[src/rtl/pyramid_pkg.sv]
// Shared types and default sizes for the pyramid count sequencer slice.
package pyramid_pkg;

    localparam int DEF_WIDTH    = 4;
    localparam int DEF_REPEAT_W = 4;

    typedef enum logic [1:0] {
        IDLE = 2'd0,
        RUN  = 2'd1,
        DONE = 2'd2
    } seq_state_t;

endpackage

[src/rtl/pyramid_row_counter.sv]
// Count / row-terminal registers for one pyramid row; the sequencer decides
// when to load, clear, step and shrink the row.
module pyramid_row_counter
    import pyramid_pkg::*;
#(
    parameter int WIDTH = DEF_WIDTH
) (
    input  logic             clk,
    input  logic             reset,
    input  logic             clear,
    input  logic             load,
    input  logic [WIDTH-1:0] load_val,
    input  logic             step,
    input  logic             dec,
    output logic [WIDTH-1:0] count,
    output logic [WIDTH-1:0] row_max,
    output logic             row_end
);

    assign row_end = (count == row_max);

    // clear beats load beats step; dec only matters on the wrap cycle
    always_ff @(posedge clk or posedge reset) begin
        if (reset) begin
            count   <= '0;
            row_max <= '0;
        end else if (clear) begin
            count   <= '0;
            row_max <= '0;
        end else if (load) begin
            count   <= '0;
            row_max <= load_val;
        end else if (step) begin
            if (row_end) begin
                count <= '0;
                if (dec) begin
                    row_max <= row_max - 1'b1;
                end
            end else begin
                count <= count + 1'b1;
            end
        end
    end

endmodule

[src/rtl/pyramid_sequencer.sv]
// Command-driven pyramid sequencer: accepts top/floor/repeats, walks rows
// top..floor for each pass and reports row/pass/sequence completion.
//
//   state | meaning
//   IDLE  | waiting for a command, cmd_ready high
//   RUN   | stepping rows, busy high
//   DONE  | final pass finished, seq_done pulses on exit
module pyramid_sequencer
    import pyramid_pkg::*;
#(
    parameter int WIDTH    = DEF_WIDTH,
    parameter int REPEAT_W = DEF_REPEAT_W
) (
    input  logic                clk,
    input  logic                reset,
    input  logic                cmd_valid,
    output logic                cmd_ready,
    input  logic [WIDTH-1:0]    cmd_top,
    input  logic [WIDTH-1:0]    cmd_floor,
    input  logic [REPEAT_W-1:0] cmd_repeats,
    input  logic                hold,
    input  logic                abort,
    output logic [WIDTH-1:0]    count,
    output logic [WIDTH-1:0]    row_max,
    output logic                busy,
    output logic                row_done,
    output logic                pass_done,
    output logic                seq_done,
    output logic                cmd_err
);

    seq_state_t          state, next_state;
    logic [REPEAT_W-1:0] passes_left, passes_next;
    logic [WIDTH-1:0]    top_q, top_next;
    logic [WIDTH-1:0]    floor_q, floor_next;

    logic                rc_clear, rc_load, rc_step, rc_dec, row_end;
    logic [WIDTH-1:0]    rc_load_val;

    logic                busy_next, row_done_next, pass_done_next;
    logic                seq_done_next, cmd_err_next;

    assign cmd_ready = (state == IDLE) && !reset;

    pyramid_row_counter #(
        .WIDTH (WIDTH)
    ) u_row_counter (
        .clk      (clk),
        .reset    (reset),
        .clear    (rc_clear),
        .load     (rc_load),
        .load_val (rc_load_val),
        .step     (rc_step),
        .dec      (rc_dec),
        .count    (count),
        .row_max  (row_max),
        .row_end  (row_end)
    );

    always_ff @(posedge clk or posedge reset) begin
        if (reset) begin
            state       <= IDLE;
            passes_left <= '0;
            top_q       <= '0;
            floor_q     <= '0;
            busy        <= 1'b0;
            row_done    <= 1'b0;
            pass_done   <= 1'b0;
            seq_done    <= 1'b0;
            cmd_err     <= 1'b0;
        end else begin
            state       <= next_state;
            passes_left <= passes_next;
            top_q       <= top_next;
            floor_q     <= floor_next;
            busy        <= busy_next;
            row_done    <= row_done_next;
            pass_done   <= pass_done_next;
            seq_done    <= seq_done_next;
            cmd_err     <= cmd_err_next;
        end
    end

    always_comb begin
        next_state     = state;
        passes_next    = passes_left;
        top_next       = top_q;
        floor_next     = floor_q;
        rc_clear       = 1'b0;
        rc_load        = 1'b0;
        rc_load_val    = top_q;
        rc_step        = 1'b0;
        rc_dec         = 1'b0;
        row_done_next  = 1'b0;
        pass_done_next = 1'b0;
        seq_done_next  = 1'b0;
        cmd_err_next   = 1'b0;

        if (abort) begin
            next_state  = IDLE;
            rc_clear    = 1'b1;
            passes_next = '0;
        end else begin
            case (state)
                IDLE: begin
                    if (cmd_valid) begin
                        if (cmd_floor > cmd_top) begin
                            cmd_err_next = 1'b1;
                        end else begin
                            next_state  = RUN;
                            rc_load     = 1'b1;
                            rc_load_val = cmd_top;
                            top_next    = cmd_top;
                            floor_next  = cmd_floor;
                            passes_next = (cmd_repeats == '0) ? REPEAT_W'(1) : cmd_repeats;
                        end
                    end
                end
                RUN: begin
                    if (!hold) begin
                        rc_step = 1'b1;
                        if (row_end) begin
                            row_done_next = 1'b1;
                            // floor row finished: either the sequence ends or the pass restarts at top
                            if (row_max == floor_q) begin
                                pass_done_next = 1'b1;
                                if (passes_left == REPEAT_W'(1)) begin
                                    next_state = DONE;
                                end else begin
                                    passes_next = passes_left - 1'b1;
                                    rc_load     = 1'b1;
                                end
                            end else begin
                                rc_dec = 1'b1;
                            end
                        end
                    end
                end
                DONE: begin
                    next_state    = IDLE;
                    seq_done_next = 1'b1;
                end
                default: begin
                    next_state = IDLE;
                end
            endcase
        end

        busy_next = (next_state == RUN);
    end

endmodule

[config.mk]
export PLATFORM = sky130hd
export DESIGN_NAME = pyramid_sequencer
export DESIGN_NICKNAME = d
export VERILOG_FILES = /design/src/rtl/pyramid_pkg.sv /design/src/rtl/pyramid_row_counter.sv /design/src/rtl/pyramid_sequencer.sv
export SDC_FILE = /design/constraint.sdc
export NUM_CORES = 1
export LEC_CHECK = 0
export ABC_AREA = 0
export CORE_MARGIN = 10
export CORE_UTILIZATION = 35
export DETAILED_ROUTE_END_ITERATION = 16
export DONT_BUFFER_PORTS = 1
export HOLD_SLACK_MARGIN = 0.12
export PLACE_DENSITY = 0.55
export REMOVE_ABC_BUFFERS = 1
export SLEW_MARGIN = 20
export SYNTH_ARGS = -nofsm -noshare
export SYNTH_HDL_FRONTEND = slang
export SYNTH_SLANG_ARGS = --single-unit
[constraint.sdc]
create_clock -name clk -period 2.1 [get_ports clk]
set_input_delay 0.21 -clock clk [delete_from_list [all_inputs] [get_ports clk]]
set_output_delay 0.21 -clock clk [all_outputs]
set_load 0.02 [all_outputs]
==> flow_metrics.env, run 1 <==
export IMPL_rsz0062_at_grt="true"
export IMPL_dieArea_um2=7820
export IMPL_routedWlPerCell_um=15.92
export IMPL_grt_usage=0.1053
export IMPL_clk_pin_slew_worst_paths_ps=100
export IMPL_root_buffer="clkbuf_8"
export IMPL_placement_rows=24
export IMPL_yosysSeqAreaShare=0.4122
export IMPL_ys_flop_type="dfrtp_1"
export IMPL_fin_area_um2=1992
export IMPL_synth_most_common_cell="dfrtp_1"
export IMPL_dp_slack_ps=1.464
export IMPL_synth_edf_count=0
export IMPL_numCtsBuffers=3
export IMPL_cts_max_level=1
export IMPL_grt_max_degree=28
export IMPL_critical_path_endpoint_type="flip-flop"
export IMPL_fmax_mhz=508.7
export IMPL_area_growth_pct=21.53
export IMPL_yosys_top_cells_count="dfrtp_1, inv_1, nand2_1"
export IMPL_drc=0
export IMPL_worst_slew_margin_rel=0.5484
export IMPL_worstSetupPathType="reg -> reg"
export IMPL_cp_max_fo=7
export IMPL_dp_hpwl_mm=3.158
export IMPL_synth_seq_cells=27
export IMPL_clockBufferDepth=2
export IMPL_netlist_instances=170
export IMPL_power_leakage_nw=0.9429
export IMPL_n_fill_cell=420
export IMPL_vias_per_cell=5.426
export IMPL_crit_chain="xor2_1 -> nor4_4 -> a21o_1 -> o21ai_2 -> buf_4 -> or3_1 -> a31oi_1"
export IMPL_synth_warnings=0
export IMPL_cp_slowest_cell="dfrtp_2"
export IMPL_cts_tree="built"
export IMPL_crit_family="simple AND/OR/NAND/NOR gates"
export IMPL_drv_cap=0
export IMPL_diodes=0
export IMPL_die_h_um=88.43
export IMPL_grt_pass1_vias=1421
export IMPL_period_minus_slack_ps=1966
export IMPL_finalNetCount=225
export IMPL_synth_area_um2=1639
export IMPL_routed_wl_mm=3.997
export IMPL_fin_crit_sh=0.9361
export IMPL_setup_viol=0
export IMPL_initial_utilization=0.3688
export IMPL_worst_pin_slew_ps=672.3
export IMPL_io_pins=31
export IMPL_status="completed"
export IMPL_num_vias=1362
export IMPL_synth_top_area_frac=0.4122
export IMPL_cts_sinks=27
export IMPL_ir_drop_v=0.0004220
export IMPL_grt_first_pass_wirelength_mm=6.637
export IMPL_drt_iter0_drc=97
export IMPL_fin_ws_ps=134.1
export IMPL_hold_path_class="in -> reg"
export IMPL_slowest_delay_ps=450
export IMPL_die_width_um=88.43
export IMPL_start_kind="flip-flop"
export IMPL_first_pass_iters=4
export IMPL_async_reset_ff_frac=1.000
export IMPL_core_area_um2=4444
export IMPL_gr_total_overflow=0
export IMPL_antenna_found_initial=0
export IMPL_port_buffers=0
export IMPL_clock_skew_ps=2.253
export IMPL_hold_violations=0
export IMPL_cp_buffers_inverters=1
export IMPL_drive_above_1_share=0.2161
export IMPL_synth_area_per_cell_um2=9.642
export IMPL_power_mw=1.873
export IMPL_ys_types=47
export IMPL_yosys_area_top_type="dfrtp_1"
export IMPL_gp_congestion=0.7579
export IMPL_power_density_nw_per_um2=940.3
export IMPL_placed_cell_area_um2=1826
export IMPL_synth_area_leaders="dfrtp_1, ha_1, inv_1, nand2_1, a21oi_1"
export IMPL_ant_nets=0
export IMPL_crit_required_ps=2290
export IMPL_clk_latency_ps=270
export IMPL_critPathArrivalTime_ps=2160
export IMPL_slew_violations=0
==> placed cells by master, fill, tap and decap left out, drive strengths merged, types with 2 or more instances in the layout <==
cell type	Yosys	layout
a21boi	3	3
nor3	7	7
o21ai	9	9
clkbuf	4	3
ha	8	8
a21o	2	2
o22ai	3	3
inv	13	13
and4	2	2
nand2b	4	4
nor2b	3	3
dfrtp	27	27
buf	3	25
and3	2	2
xor2	4	4
a32o	3	3
nand2	13	13
nor2	10	10
a21oi	9	9
dlygate4sd3	0	7
or3	3	3
nand4	2	2
nor4	2	2
mux2	3	3
o31ai	3	3
xnor2	4	4
mux2i	4	4
or2	4	4
nor3b	6	6
==> metal layers <==
metal | track usage | vias up | part of all wire
met5 | 0 | - | 0
met4 | 0.02349 | 0 | 0.0075
met3 | 0.03585 | 4 | 0.076
met2 | 0.1762 | 31 | 0.48
met1 | 0.1279 | 665 | 0.44
li1 | - | 662 | -
==> repair_timing <==
| item | in CTS | in global routing |
|---|---|---|
| hold buffers | 7 | 0 |
| endpoints found under the setup margin | 1 | 3 |
| resized for setup | 0 | 4 |
| endpoints found under the hold margin | 41 | 0 |
| pin swaps | 1 | 3 |
| setup buffers | 1 | 3 |
==> area by class of cell <==
type	instances	area [um^2]	area share
Sequential cell	27	676.9	0.3398
Multi-Input combinational cell	123	894.6	0.4491
Clock inverter	1	7.507	0.003769
Clock buffer	3	41.29	0.02073
Timing Repair Buffer	32	257.7	0.1294
Tap cell	52	65.06	0.03266
Inverter	13	48.80	0.02450
==> cells by family (layout without fill, tap and decap cells) <==
logic type / after synthesis / after routing / share of synthesized area
and+or+nand+nor: 61 / 61 / 0.2153
buffers and inverters: 20 / 49 / 0.05191
DFF: 27 / 27 / 0.4122
muxes: 7 / 7 / 0.04504
xor gates and xnor gates: 8 / 8 / 0.04274
adders and majority gates: 8 / 8 / 0.06107
AOI/OAI and AO/OA: 39 / 39 / 0.1718
==> path summary, 6_finish.rpt <==
kind,startpoint,endpoint,slack [ps],cells after the start
max,u_row_counter.row_max[0]$_DFFE_PP0P_,passes_left[0]$_DFFE_PP0P_,130,7
min,abort,u_row_counter.row_max[0]$_DFFE_PP0P_,150,2
max reg2reg,u_row_counter.row_max[0]$_DFFE_PP0P_,passes_left[0]$_DFFE_PP0P_,130,7
min reg2reg,floor_q[0]$_DFFE_PP0P_,floor_q[0]$_DFFE_PP0P_,520,2
max in group asynchronous,reset,u_row_counter.row_max[0]$_DFFE_PP0P_,1380,3
min in group asynchronous,reset,seq_done$_DFF_PP0_,430,3
==> per-stage QoR <==
stage	cells	hold slack (ps)	TNS (ps)	utilization
2_1_floorplan	163	262.7	0	-
3_3_place_gp	236	188.8	0	0.4108
3_5_place_dp	236	194.5	0	0.4108
4_1_cts	248	136.8	0	0.4392
5_1_grt	251	142.5	-2.710	0.4482
6_report	251	146.8	0	0.4482
==> power by group <==
group	internal, mW	leakage [nW]	switching (mW)
sequential	0.617	0.354	0.0914
combinational	0.423	0.567	0.442
clock	0.134	0.0217	0.166
==> state kept, by name, summed over array words and instances (netlist names) <==
signal / cells
busy: 1
passes_left: 4
pass_done: 1
seq_done: 1
row_done: 1
u_row_counter.count: 4
cmd_err: 1
state: 2
top_q: 4
floor_q: 4
u_row_counter.row_max: 4
==> worst register-to-register path, stage by stage (launching register included) <==
cell,delay (ps)
dfrtp_2,450
xor2_1,180
nor4_4,370
a21o_1,190
o21ai_2,90
buf_4,170
or3_1,300
a31oi_1,150
(Power assumes the default switching activity.)
==> run 2: changes to the inputs <==
- PLACE_DENSITY: 0.55 -> 0.53
- SLEW_MARGIN: 20 -> not set
==> run 2 against run 1 <==
Net effect:
- via count down 4.6%
- register-to-register slack better by 40 ps
- count of clock-buffer cells in the layout up 1
- critical path depth unchanged
- combinational power down 12%
- global-route usage up 0.053 points
- sequential share of layout area up 1.1 points
- sequential cell count unchanged
- fmax up 1.9%
- first-iteration DRC count down 54%
- die area unchanged
- clock power about the same
- largest cell class unchanged
- largest power group unchanged
- highest routed layer unchanged
==> flow_metrics.env, run 2 (synthesized netlist as in run 1, its figures left out) <==
export IMPL_fmax_mhz=518.5
export IMPL_grt_first_pass_wirelength_mm=6.686
export IMPL_hold_violations=0
export IMPL_pwr_share_clk=0.169
export IMPL_layout_common_cells="dfrtp_1, buf_4, nand2_1, inv_1, nor2_1"
export IMPL_period_minus_slack_ps=1928
export IMPL_finalNetCount=218
export IMPL_use_met2=0.1721
export IMPL_worstSetupPathType="reg -> reg"
export IMPL_grt_max_degree=16
export IMPL_numCtsBuffers=3
export IMPL_io_pins=31
export IMPL_reg2reg_to="u_row_counter.row_max[3]$_DFFE_PP0P_"
export IMPL_ir_drop_v=0.0003542
export IMPL_crit_path_end="u_row_counter.row_max[3]$_DFFE_PP0P_"
export IMPL_dieArea_um2=7820
export IMPL_place_inst=234
export IMPL_fin_crit_sh=0.9183
export IMPL_area_growth_pct=17.40
export IMPL_rsz0062_at_grt="false"
export IMPL_cp_max_fo=6
export IMPL_fin_ws_ps=171.5
export IMPL_met3_usage=0.03125
export IMPL_n_fill_cell=455
export IMPL_ant_nets=0
export IMPL_drv_cap=0
export IMPL_timing_rr_start="u_row_counter.row_max[3]$_DFFE_PP0P_"
export IMPL_gr_total_overflow=0
export IMPL_critPathArrivalTime_ps=2080
export IMPL_crit_required_ps=2250
export IMPL_die_h_um=88.43
export IMPL_start_kind="flip-flop"
export IMPL_first_pass_iters=4
export IMPL_clockBufferDepth=2
export IMPL_worstHoldPathCells=2
export IMPL_slew_violations=0
export IMPL_initial_utilization=0.3688
export IMPL_die_width_um=88.43
export IMPL_cts_tree="built"
export IMPL_p_seq_frac=0.400
export IMPL_diodes=0
export IMPL_cts_max_level=1
export IMPL_final_common_cell="dfrtp_1"
export IMPL_power_density_nw_per_um2=917.2
export IMPL_cts_sinks=27
export IMPL_clk_pin_slew_worst_paths_ps=100
export IMPL_drt_iter0_drc=45
export IMPL_clock_skew_ps=10.06
export IMPL_placement_rows=24
export IMPL_multi_input_area_um2=887.1
export IMPL_p_int_mw=1.107
export IMPL_dp_slack_ps=105.4
export IMPL_critical_path_endpoint_type="flip-flop"
export IMPL_stdcell_count=244
export IMPL_netSwitchingFraction=0.3728
export IMPL_status="completed"
export IMPL_grt_busiest_layer="met2"
export IMPL_antenna_found_initial=0
export IMPL_core_area_um2=4444
export IMPL_grt_met1_usage=0.1358
export IMPL_grt_usage=0.1059
export IMPL_cts_setup_buffers=0
export IMPL_r2r_slack_ps=170
export IMPL_routed_wl_mm=3.960
export IMPL_worst_slew_margin_rel=0.5384
export IMPL_crit_start="u_row_counter.row_max[3]$_DFFE_PP0P_"
export IMPL_dp_hpwl_mm=3.109
export IMPL_port_buffers=0
export IMPL_routedWlPerCell_um=16.23
export IMPL_placed_cell_area_um2=1810
export IMPL_power_leakage_nw=0.9066
export IMPL_regArea_um2=675.6
export IMPL_hold_path_class="in -> reg"
export IMPL_root_buffer="clkbuf_8"
export IMPL_vias_per_cell=5.324
export IMPL_p_comb_frac=0.432
export IMPL_worstRegToRegCells=7
export IMPL_fin_area_um2=1924
export IMPL_drive_above_1_share=0.1771
export IMPL_clk_latency_ps=270
export IMPL_power_switching_uw=658.0
export IMPL_setup_viol=0
export IMPL_gp_congestion=0.8115
export IMPL_num_vias=1299
export IMPL_setup_tns_ps=0
export IMPL_worst_pin_slew_ps=687.1
export IMPL_grt_pass1_vias=1360
export IMPL_drc=0
[run 2: critical path, cell delays in order (launching register included)]
cell and delay [ps]:
dfrtp_1 450, xor2_1 210, nor4_4 350, a21o_1 200, o21ai_2 90, buf_4 170
nand2b_1 200, o221ai_1 140
[run 2: cell type report]
type | instances | area share
Timing Repair Buffer | 25 | 0.1053
Tap cell | 52 | 0.03381
Multi-Input combinational cell | 123 | 0.4610
Sequential cell | 27 | 0.3511
Inverter | 13 | 0.02536
Clock buffer | 4 | 0.02341
[run 2: repair_timing]
action | 4_1_cts | 5_1_grt
endpoints found under the hold margin | 25 | 0
hold buffers | 6 | 0
resized for setup | 0 | 2
setup endpoints to repair | 0 | 6
[run 2: power by group through the flow]
stage,combinational [mW],clock (mW),sequential (mW)
after CTS,0.766,0.304,0.706
after detailed placement,0.752,0,0.715
after global routing,0.851,0.324,0.718
final,0.762,0.298,0.705
after floorplan,0.464,0,0.758
after global placement,0.733,0,0.715
[run 2: routing by layer]
layer	up-vias	wire length (um)
li1	649	-
met1	610	1830
met2	34	1791
met3	6	282
met4	0	56
met5	-	0
[run 2: worst min-delay path by stage]
stage	startpoint	endpoint	slack [ps]
detailed placement	reset	seq_done$_DFF_PP0_	190
finish	abort	u_row_counter.row_max[1]$_DFFE_PP0P_	140
global placement	reset	busy$_DFF_PP0_	190
global route	abort	cmd_err$_DFF_PP0_	130
CTS	abort	cmd_err$_DFF_PP0_	130
floorplan	reset	busy$_DFF_PP0_	260
[run 2: per-stage QoR]
step | hold slack, ps | power [mW] | utilization
detailed placement | 194.9 | 1.467 | 0.4074
CTS | 129.1 | 1.776 | 0.4310
floorplan | 262.7 | 1.222 | -
global route | 132.0 | 1.893 | 0.4330
finish | 141.3 | 1.765 | 0.4330
global placement | 186.0 | 1.447 | 0.4074
==> run 3: changes to the inputs <==
- PLACE_DENSITY: 0.53 -> 0.46
- SYNTH_HIERARCHICAL: not set -> 1
==> run 3 against run 2 <==
Net effect:
- register-to-register slack worse by 40 ps
- fmax down 2.3%
- die area up 2.0%
- hold slack worse by 1.9 ps
- setup slack worse by 45 ps
- global-route usage up 1.1 points
- highest routed layer unchanged
==> flow_metrics.env, run 3 <==
export IMPL_async_reset_ff_frac=1.000
export IMPL_reg2reg_to="u_row_counter/row_max[1]$_DFFE_PP0P_"
export IMPL_synth_seq_cells=27
export IMPL_core_area_um2=4692
export IMPL_clockBufferDepth=2
export IMPL_vias_per_cell=5.317
export IMPL_io_pins=31
export IMPL_ant_nets=0
export IMPL_numCtsBuffers=3
export IMPL_root_buffer="clkbuf_8"
export IMPL_placement_rows=25
export IMPL_setup_viol=0
export IMPL_num_vias=1409
export IMPL_crit_path_end="u_row_counter/row_max[1]$_DFFE_PP0P_"
export IMPL_crit_start="u_row_counter/row_max[0]$_DFFE_PP0P_"
export IMPL_worstSetupPathType="reg -> reg"
export IMPL_place_inst=249
export IMPL_netlist_instances=176
export IMPL_drc=0
export IMPL_dp_hpwl_mm=3.319
export IMPL_die_width_um=89.29
export IMPL_cp_max_fo=5
export IMPL_power_leakage_nw=0.9331
export IMPL_grt_usage=0.1169
export IMPL_worst_slew_margin_rel=0.4999
export IMPL_fin_crit_sh=0.9396
export IMPL_synth_warnings=6
export IMPL_diodes=0
export IMPL_worstRegToRegCells=8
export IMPL_port_buffers=0
export IMPL_layout_common_cells="dfrtp_1, buf_4, inv_1"
export IMPL_cts_max_level=1
export IMPL_grt_pass1_vias=1533
export IMPL_n_fill_cell=472
export IMPL_r2r_slack_ps=130
export IMPL_setup_tns_ps=0
export IMPL_ys_flop_type="dfrtp_1"
export IMPL_initial_utilization=0.3581
export IMPL_fin_ws_ps=126.8
export IMPL_start_kind="flip-flop"
export IMPL_power_density_nw_per_um2=666.3
export IMPL_clock_skew_ps=3.494
export IMPL_final_common_cell="dfrtp_1"
export IMPL_synth_area_per_cell_um2=9.548
export IMPL_gr_total_overflow=0
export IMPL_hold_ws_ps=139.5
export IMPL_routedWlPerCell_um=16.57
export IMPL_antenna_found_initial=0
export IMPL_status="completed"
export IMPL_synth_edf_count=0
export IMPL_synth_top_area_frac=0.4021
export IMPL_cts_setup_buffers=0
export IMPL_drv_cap=0
export IMPL_synth_most_common_cell="dfrtp_1"
export IMPL_slew_violations=0
export IMPL_cts_tree="built"
export IMPL_critical_path_endpoint_type="flip-flop"
export IMPL_finalNetCount=237
export IMPL_worst_pin_slew_ps=749.3
export IMPL_fin_util=0.4568
export IMPL_synth_area_leaders="dfrtp_1, ha_1, mux2_2, xnor2_1, nor3_1"
export IMPL_first_pass_iters=4
export IMPL_gp_congestion=0.9115
export IMPL_hold_path_class="in -> reg"
export IMPL_dieArea_um2=7973
export IMPL_clk_pin_slew_worst_paths_ps=90
export IMPL_die_h_um=89.29
export IMPL_ys_types=40
export IMPL_dp_slack_ps=-52.92
export IMPL_drt_iter0_drc=48
export IMPL_cts_sinks=27
export IMPL_clk_latency_ps=270
export IMPL_area_growth_pct=27.55
export IMPL_routed_wl_mm=4.392
export IMPL_drive_above_1_share=0.2844
export IMPL_yosys_area_top_type="dfrtp_1"
export IMPL_grt_max_degree=20
export IMPL_stdcell_count=265
export IMPL_critPathArrivalTime_ps=2150
export IMPL_ir_drop_v=0.0003493
export IMPL_period_minus_slack_ps=1973
export IMPL_hold_violations=0
export IMPL_synth_area_um2=1680
export IMPL_yosysSeqAreaShare=0.4021
export IMPL_timing_rr_start="u_row_counter/row_max[0]$_DFFE_PP0P_"
export IMPL_yosys_top_cells_count="dfrtp_1, inv_1, nor3_1"
export IMPL_fmax_mhz=506.8
export IMPL_crit_required_ps=2270
export IMPL_grt_first_pass_wirelength_mm=7.410
==> run 3: changes by cell type after synthesis, moves of 3 or more <==
cell	previous run	this run
mux2i_1	4	0
o22ai_1	3	0
nand2_1	13	10
nand3_1	1	10
nor3_1	7	13
xor2_1	4	0
nor3b_1	5	1
o31a_1	0	3
a32o_1	3	0
xnor2_1	4	10
mux2_2	3	8
==> run 3: what timing repair did <==
item / 4_1_cts / 5_1_grt
hold buffers: 11 / 0
endpoints found under the hold margin: 47 / 0
cloned: 0 / 1
setup endpoints to repair: 2 / 12
pin swaps: 0 / 7
resized for setup: 2 / 19
==> run 3: metal layers <==
metal  vias to the layer above  routed length [um]  track usage  share of wire
met4                         0                  20      0.02457         0.0046
met1                       674                1892       0.1464           0.43
met5                         -                   0            0              0
met3                         2                 356      0.03099          0.081
met2                        40                2122       0.1960           0.48
li1                        693                   -            -              -
==> run 3: cell type report <==
class,count,area (um^2),area share
Multi-Input combinational cell,126,975.9,0.4553
Clock buffer,3,41.29,0.01926
Inverter,16,60.06,0.02802
Clock inverter,1,5.005,0.002335
Sequential cell,27,675.6,0.3152
Timing Repair Buffer,38,317.8,0.1483
Tap cell,54,67.56,0.03152
==> run 3: how the worst min path moves through the flow <==
| stage | depth (start not counted) | end | from | slack, ps |
|---|---|---|---|---|
| floorplan | 1 | u_row_counter/count[0]$_DFFE_PP0P_ | reset | 30 |
| global placement | 1 | u_row_counter/row_max[2]$_DFFE_PP0P_ | reset | 90 |
| detailed placement | 1 | u_row_counter/count[3]$_DFFE_PP0P_ | reset | 90 |
| CTS | 3 | u_row_counter/row_max[0]$_DFFE_PP0P_ | abort | 130 |
| global route | 2 | u_row_counter/row_max[1]$_DFFE_PP0P_ | abort | 150 |
| finish | 3 | u_row_counter/row_max[0]$_DFFE_PP0P_ | abort | 140 |
==> run 3: report_power, final <==
| part | switching, mW | internal, mW |
|---|---|---|
| logic | 0.248 | 0.245 |
| clock network | 0.161 | 0.133 |
| registers | 0.0512 | 0.591 |
| total | 0.460 | 0.968 |
==> run 3: logic make-up after synthesis <==
kind of cell,after synthesis,share of synthesized area
compound gates,31,0.1445
xor+xnor,10,0.05212
fa+ha+maj,8,0.05957
buf+inv,23,0.05658
flops,27,0.4021
mux,8,0.05361
simple gates,69,0.2316
==> run 3: worst max-delay path: stages (launching register included) <==
cell      delay (ps)
dfrtp_1          420
buf_4            190
xnor2_1          160
and4_4           200
nand4_1          110
a21boi_2          80
buf_2            160
or3_1            360
o311ai_2         220
==> run 3: stage by stage <==
stage / total power [mW] / area (um^2)
floorplan: 0.9409 / 1645
global placement: 1.078 / 1908
detailed placement: 1.092 / 1908
CTS: 1.415 / 2067
global route: 1.532 / 2143
finish: 1.428 / 2143
